==> src/rtl/counter_pkg.sv <==
`default_nettype none
// ============================================================================
// Package : counter_pkg
// Brief   : Shared constants, BCD digit type and 4-digit BCD step functions
//           for the button-controlled BCD counter.
// Rev     : 1.0 - initial release
// ============================================================================
package counter_pkg;

    localparam logic DIR_UP   = 1'b0;
    localparam logic DIR_DOWN = 1'b1;

    localparam int c_BTN_UD    = 0;
    localparam int c_BTN_SPEED = 1;
    localparam int c_BTN_PAUSE = 2;
    localparam int c_NUM_BTN   = 3;

    typedef logic [3:0] bcd_digit_t;

    // Out-of-range digits are treated as 9 so the result is always legal BCD.
    function automatic logic [15:0] bcd4_inc(input logic [15:0] val);
        logic [15:0] res;
        logic        carry;
        bcd_digit_t  d;
        res   = val;
        carry = 1'b1;
        for (int i = 0; i < 4; i++) begin
            d = val[i*4 +: 4];
            if (carry) begin
                if (d >= 4'd9) begin
                    res[i*4 +: 4] = 4'd0;
                    carry         = 1'b1;
                end else begin
                    res[i*4 +: 4] = d + 4'd1;
                    carry         = 1'b0;
                end
            end
        end
        return res;
    endfunction

    function automatic logic [15:0] bcd4_dec(input logic [15:0] val);
        logic [15:0] res;
        logic        borrow;
        bcd_digit_t  d;
        res    = val;
        borrow = 1'b1;
        for (int i = 0; i < 4; i++) begin
            d = val[i*4 +: 4];
            if (borrow) begin
                if (d == 4'd0) begin
                    res[i*4 +: 4] = 4'd9;
                    borrow        = 1'b1;
                end else if (d > 4'd9) begin
                    res[i*4 +: 4] = 4'd8;
                    borrow        = 1'b0;
                end else begin
                    res[i*4 +: 4] = d - 4'd1;
                    borrow        = 1'b0;
                end
            end
        end
        return res;
    endfunction

endpackage
`default_nettype wire

==> src/rtl/btn_debounce.sv <==
`default_nettype none
// ============================================================================
// Module : btn_debounce
// Brief  : Two-flop synchroniser, counter debouncer and rising-edge press
//          detector for one raw push-button.
// Rev    : 1.0 - initial release
// ============================================================================
module btn_debounce #(
    parameter int DEB_CYCLES = 500_000
) (
    input  logic clk,
    input  logic reset,
    input  logic raw,
    output logic level,
    output logic press
);

    localparam int                 c_CNT_W    = (DEB_CYCLES > 1) ? $clog2(DEB_CYCLES) : 1;
    localparam logic [c_CNT_W-1:0] c_CNT_LAST = c_CNT_W'(DEB_CYCLES - 1);

    logic               r_sync1;
    logic               r_sync2;
    logic               r_level;
    logic [c_CNT_W-1:0] r_cnt;

    logic               w_differ;
    logic               w_flip;

    assign w_differ = (r_sync2 != r_level);
    assign w_flip   = w_differ && (r_cnt == c_CNT_LAST);

    always_ff @(posedge clk or posedge reset) begin
        if (reset) begin
            r_sync1 <= 1'b0;
            r_sync2 <= 1'b0;
            r_level <= 1'b0;
            r_cnt   <= '0;
        end else begin
            r_sync1 <= raw;
            r_sync2 <= r_sync1;
            if (w_flip) begin
                r_level <= ~r_level;
                r_cnt   <= '0;
            end else if (w_differ) begin
                r_cnt   <= r_cnt + c_CNT_W'(1);
            end else begin
                r_cnt   <= '0;
            end
        end
    end

    // Press is combinational so the owner's flag toggles on the same edge the level rises.
    assign level = r_level;
    assign press = w_flip & ~r_level;

endmodule
`default_nettype wire

==> src/rtl/btn_bcd_counter.sv <==
`default_nettype none
// ============================================================================
// Module : btn_bcd_counter
// Brief  : 4-digit BCD up/down counter with debounced direction, speed and
//          pause buttons and an internal slow/fast tick prescaler.
// Rev    : 1.0 - initial release
// ============================================================================
module btn_bcd_counter
    import counter_pkg::*;
#(
    parameter int TICK_DIV   = 50_000_000,
    parameter int FAST_SHIFT = 2,
    parameter int DEB_CYCLES = 500_000
) (
    input  logic        clk,
    input  logic        reset,
    input  logic        btn_ud,
    input  logic        btn_speed,
    input  logic        btn_pause,
    output logic [15:0] digits,
    output logic        dir,
    output logic        fast,
    output logic        paused,
    output logic        tick
);

    localparam int                 c_PRE_W     = $clog2(TICK_DIV);
    localparam logic [c_PRE_W-1:0] c_SLOW_LAST = c_PRE_W'(TICK_DIV - 1);
    localparam logic [c_PRE_W-1:0] c_FAST_LAST = c_PRE_W'((TICK_DIV >> FAST_SHIFT) - 1);

    logic [c_NUM_BTN-1:0] w_raw;
    logic [c_NUM_BTN-1:0] w_press;
    // Debounced levels are not needed here; only press edges drive the flags.
    logic [c_NUM_BTN-1:0] w_level_unused;

    logic [c_PRE_W-1:0]   r_presc;
    logic [15:0]          r_digits;
    logic                 r_dir;
    logic                 r_fast;
    logic                 r_paused;
    logic                 r_tick;

    logic [c_PRE_W-1:0]   w_last;
    logic                 w_wrap;

    assign w_raw[c_BTN_UD]    = btn_ud;
    assign w_raw[c_BTN_SPEED] = btn_speed;
    assign w_raw[c_BTN_PAUSE] = btn_pause;

    for (genvar gi = 0; gi < c_NUM_BTN; gi++) begin : g_btn
        btn_debounce #(
            .DEB_CYCLES (DEB_CYCLES)
        ) u_deb (
            .clk   (clk),
            .reset (reset),
            .raw   (w_raw[gi]),
            .level (w_level_unused[gi]),
            .press (w_press[gi])
        );
    end

    // All decisions use the pre-press flags, so a press never alters a coincident tick.
    assign w_last = r_fast ? c_FAST_LAST : c_SLOW_LAST;
    assign w_wrap = !r_paused && (r_presc == w_last);

    always_ff @(posedge clk or posedge reset) begin
        if (reset) begin
            r_presc  <= '0;
            r_digits <= 16'h0000;
            r_dir    <= DIR_UP;
            r_fast   <= 1'b0;
            r_paused <= 1'b0;
            r_tick   <= 1'b0;
        end else begin
            r_tick <= w_wrap;

            if (w_wrap) begin
                r_digits <= (r_dir == DIR_DOWN) ? bcd4_dec(r_digits) : bcd4_inc(r_digits);
            end

            if (w_press[c_BTN_SPEED] || w_wrap) begin
                r_presc <= '0;
            end else if (!r_paused) begin
                r_presc <= r_presc + c_PRE_W'(1);
            end

            if (w_press[c_BTN_UD]) begin
                r_dir <= ~r_dir;
            end
            if (w_press[c_BTN_SPEED]) begin
                r_fast <= ~r_fast;
            end
            if (w_press[c_BTN_PAUSE]) begin
                r_paused <= ~r_paused;
            end
        end
    end

    assign digits = r_digits;
    assign dir    = r_dir;
    assign fast   = r_fast;
    assign paused = r_paused;
    assign tick   = r_tick;

endmodule
`default_nettype wire

==> config.mk <==
export PLATFORM = sky130hd
export DESIGN_NAME = btn_bcd_counter
export DESIGN_NICKNAME = d
export VERILOG_FILES = /design/src/rtl/counter_pkg.sv /design/src/rtl/btn_debounce.sv /design/src/rtl/btn_bcd_counter.sv
export SDC_FILE = /design/constraint.sdc
export NUM_CORES = 1
export LEC_CHECK = 0
export CAP_MARGIN = 40
export CORE_ASPECT_RATIO = 1.4
export CORE_MARGIN = 3
export CORE_UTILIZATION = 38
export CTS_CLUSTER_DIAMETER = 100
export CTS_CLUSTER_SIZE = 12
export DETAILED_ROUTE_END_ITERATION = 10
export SLEW_MARGIN = 20
export SYNTH_ARGS = -nofsm -noshare
export SYNTH_HDL_FRONTEND = slang
export SYNTH_SLANG_ARGS = --single-unit
==> constraint.sdc <==
create_clock -name clk -period 10.95 [get_ports clk]
set_input_delay 2.19 -clock clk [delete_from_list [all_inputs] [get_ports clk]]
set_output_delay 2.19 -clock clk [all_outputs]
set_load 0.01 [all_outputs]
==> metrics.log <==
INFO  metric min_period = ~3.8 ns
INFO  metric most-common-layout-cells = 112 x sky130_fd_sc_hd__dfrtp_1, 111 x sky130_fd_sc_hd__nor2_1, 51 x sky130_fd_sc_hd__xor2_1
INFO  metric timing.max_slew.rel_slack = 0.5148
INFO  metric design.die.area = 0.01761 mm2
INFO  metric worst-path-buf-inv = 2
INFO  metric cts-root-buf = sky130_fd_sc_hd__clkbuf_16
INFO  metric layout.nets = 672
INFO  metric finalSetupTns = 0 ns
INFO  metric critical_path.slowest_cell = sky130_fd_sc_hd__clkdlybuf4s50_1
INFO  metric grt_remaining_overflow = 0
INFO  metric cts_setup_buffers = 0
INFO  metric critical_path_sink_type = output port
INFO  metric initial_utilization = 0.3887
INFO  metric fin_total_pwr = 0.7441 mW
INFO  metric viasPerCell = approximately 5.3
INFO  metric cts-resized-gates = 0
INFO  metric post_synth_instance_area = 0.006093 mm2
INFO  metric unrepaired_setup_endpoints_after_global_routing = false
INFO  metric crit_fanout = 20
INFO  metric timing.max_cap.violations = 0
INFO  metric most_common_cell_after_layout_fill_and_taps_aside = sky130_fd_sc_hd__dfrtp_1
INFO  metric grt_antenna_before_repair = 0
INFO  metric synthCells = 628
INFO  metric insertion_delay = between 0.3 and 0.4 ns
INFO  metric synth.net_count = around 650
INFO  metric clock_buffer_count_from_cts = 9
INFO  metric fin_skew = 0.01025 ns
INFO  metric port_buffers = 24
INFO  metric io-pin-count = 25
INFO  metric critical_path.cell_chain = buf_8 > clkdlybuf4s50_1
INFO  metric dp_worst_setup_slack = 6.944 ns
INFO  metric worst_hold_path_type = register to register
INFO  metric tightestPinTransition = ~0.72 ns
INFO  metric yosysWarningCount = 0
INFO  metric drt_drc_violations_left = 0
INFO  metric timing.hold.ws = between 0.3 and 0.4 ns
INFO  metric first_pass_grt_wire_length = about 20,000 um
INFO  metric fp.coreArea = 0.01568 mm2
INFO  metric clkSinkCount = about 110
INFO  metric seq_area_frac_synth = 0.4600
INFO  metric clock_tree_from_tritoncts = yes
INFO  metric syn2layout_area_growth = 12.09%
INFO  metric rows = 54
INFO  metric status = finished, final reports clean
INFO  metric critPathRequiredTime = 8.76 ns
INFO  metric wire_per_inst = approximately 14 um
INFO  metric syn-mean-instance-area = 9.703 um2
INFO  metric dominantRegCellSynth = sky130_fd_sc_hd__dfrtp_1
INFO  metric layout_worst_path_cycle_share = 0.3486
INFO  metric ys_async_sr_fraction = 1.000
INFO  metric critical_path_arrival = 1.63 ns
INFO  metric first_global_vias = roughly 4,500
INFO  metric detailedRoute.firstIterationViolations = 305
INFO  metric finalWeightedCongestion = 0.8249
INFO  metric total_leakage_power = 2.890 nW
INFO  metric dr.pass1.iters = 5
INFO  metric final-hold-violation-count = 0
INFO  metric vdd.ir_drop.worst = 64.57 uV
INFO  metric post_cts_hold_buffer_count = 0
INFO  metric detail-route-antenna-nets = 0
INFO  metric class_of_the_most_critical_setup_path = register to output port
INFO  metric fraction_of_final_layout_cells_with_drive_strength_greater_than_1 = 0.07209
INFO  metric final-setup-viol-count = 0
INFO  metric die_width = 113.0 um
INFO  metric cp_top_family = buffers and inverters
INFO  metric num_antenna_cells = 0
INFO  metric cts_buffer_depth = 2
INFO  metric synth_edf_count = 0
INFO  metric route.vias.total = 4,496
INFO  metric groute.usage.overall = 0.1361
INFO  metric ys_ff_latch = 112
INFO  metric htreeDepth = 3
INFO  metric cp_slowest_stage_delay = 0.56 ns
INFO  metric die_height = around 160 um
INFO  metric grt_max_degree = between 60 and 70
INFO  metric clk_transition_reported_paths = 0.07 ns
INFO  metric fmax = 262.0 MHz
INFO  metric postLayoutSetupSlackWorst = 7.133 ns
INFO  metric launching_element_type_of_the_critical_path = register
INFO  metric final-max-slew-violation-count = 0
INFO  metric number_of_distinct_library_cells_after_synthesis = 63
INFO  metric post-dp-hpwl = 8365 um
INFO  metric powerDensity = 108.9 mW/mm2
INFO  metric drt_wl_total = about 12,000 um
cell type report:
cell class | instances | area [um2]
fillers | 1495 | 8845
multi-input cells | 476 | 3133
flip-flops and latches | 112 | 2803
repair buffers | 28 | 297.8
well taps | 196 | 245.2
clock buffers | 10 | 229.0
inverters | 21 | 81.33
clock inverters | 5 | 41.29
cells in the mapped netlist (all sizes together) (4+ instances only):
cell	number	area, um2
a21oi	24	120.1
a31oi	5	31.28
and3	12	77.57
and4	7	61.31
clkbuf	17	63.81
dfrtp	112	2803
ha	19	237.7
inv	21	78.83
mux2	10	120.1
mux2i	6	60.06
nand2	37	138.9
nand2b	9	63.81
nand3	37	190.2
nand4	21	131.4
nand4b	5	43.79
nor2	112	427.9
nor3	9	45.04
nor4	8	50.05
nor4b	5	43.79
o21ai	10	53.80
or3	4	25.02
or3b	4	35.03
or4	4	33.78
xnor2	31	271.5
xor2	51	446.7
where the power goes:
group          leakage (nW)  internal [mW]  switching (mW)
Clock                 0.131          0.156           0.148
Sequential             1.53          0.417         0.00348
Combinational          1.23        0.00543          0.0139
Total                  2.89          0.578           0.166
through the flow:
step / instances / cell area [um2] / util
floorplan: 628 / 6093 / -
global placement: 830 / 6510 / 0.4153
detailed placement: 831 / 6525 / 0.4163
CTS: 846 / 6795 / 0.4335
global route: 848 / 6830 / 0.4357
finish: 848 / 6830 / 0.4357
worst register-to-register path, cell delays in order (launching register included):
cell,delay [ns]
sky130_fd_sc_hd__dfrtp_1,0.45
sky130_fd_sc_hd__or4b_1,0.52
sky130_fd_sc_hd__or4_4,0.54
sky130_fd_sc_hd__a2111o_1,0.54
sky130_fd_sc_hd__nor2_4,0.23
sky130_fd_sc_hd__mux2_2,0.35
final timing paths:
| path | depth (start not counted) | to | start | slack, ns |
|---|---|---|---|---|
| setup / recovery | 2 | dir | dir | 7.13 |
| hold / removal | 0 | g_btn[2].u_deb.r_sync2 | g_btn[2].u_deb.r_sync1 | 0.35 |
| setup reg to reg | 5 | digits[5] | r_presc[10] | 8.19 |
| hold reg to reg | 0 | g_btn[2].u_deb.r_sync2 | g_btn[2].u_deb.r_sync1 | 0.35 |
| max in group asynchronous | 4 | digits[15] | reset | 7.64 |
| min in group asynchronous | 2 | g_btn[1].u_deb.r_cnt[10] | reset | 2.25 |
per-layer routing:
metal / up-vias / track usage / share of wire
met1: 2189 / 0.1619 / 0.44
li1: 2223 / - / -
met2: 64 / 0.2446 / 0.51
met5: - / 0 / 0
met4: 0 / 0.05097 / 0.018
met3: 20 / 0.02367 / 0.026
cells by family after synthesis:
logic type	synth area share
AO/OA/AOI/OAI	0.08029
flip-flops	0.4600
buffers and inverters	0.02587
XOR/XNOR	0.1179
adder cells (fa/ha/maj)	0.03901
multiplexers	0.03327
AND/OR/NAND/NOR	0.2437
sequential cells by signal, indices dropped and copies added, names as in the netlist:
name                 cells
tick                     1
g_btn.u_deb.r_sync1      3
paused                   1
r_presc                 26
digits                  16
g_btn.u_deb.level        3
dir                      1
fast                     1
g_btn.u_deb.r_cnt       57
g_btn.u_deb.r_sync2      3
Power figures use the tool's default switching activity.
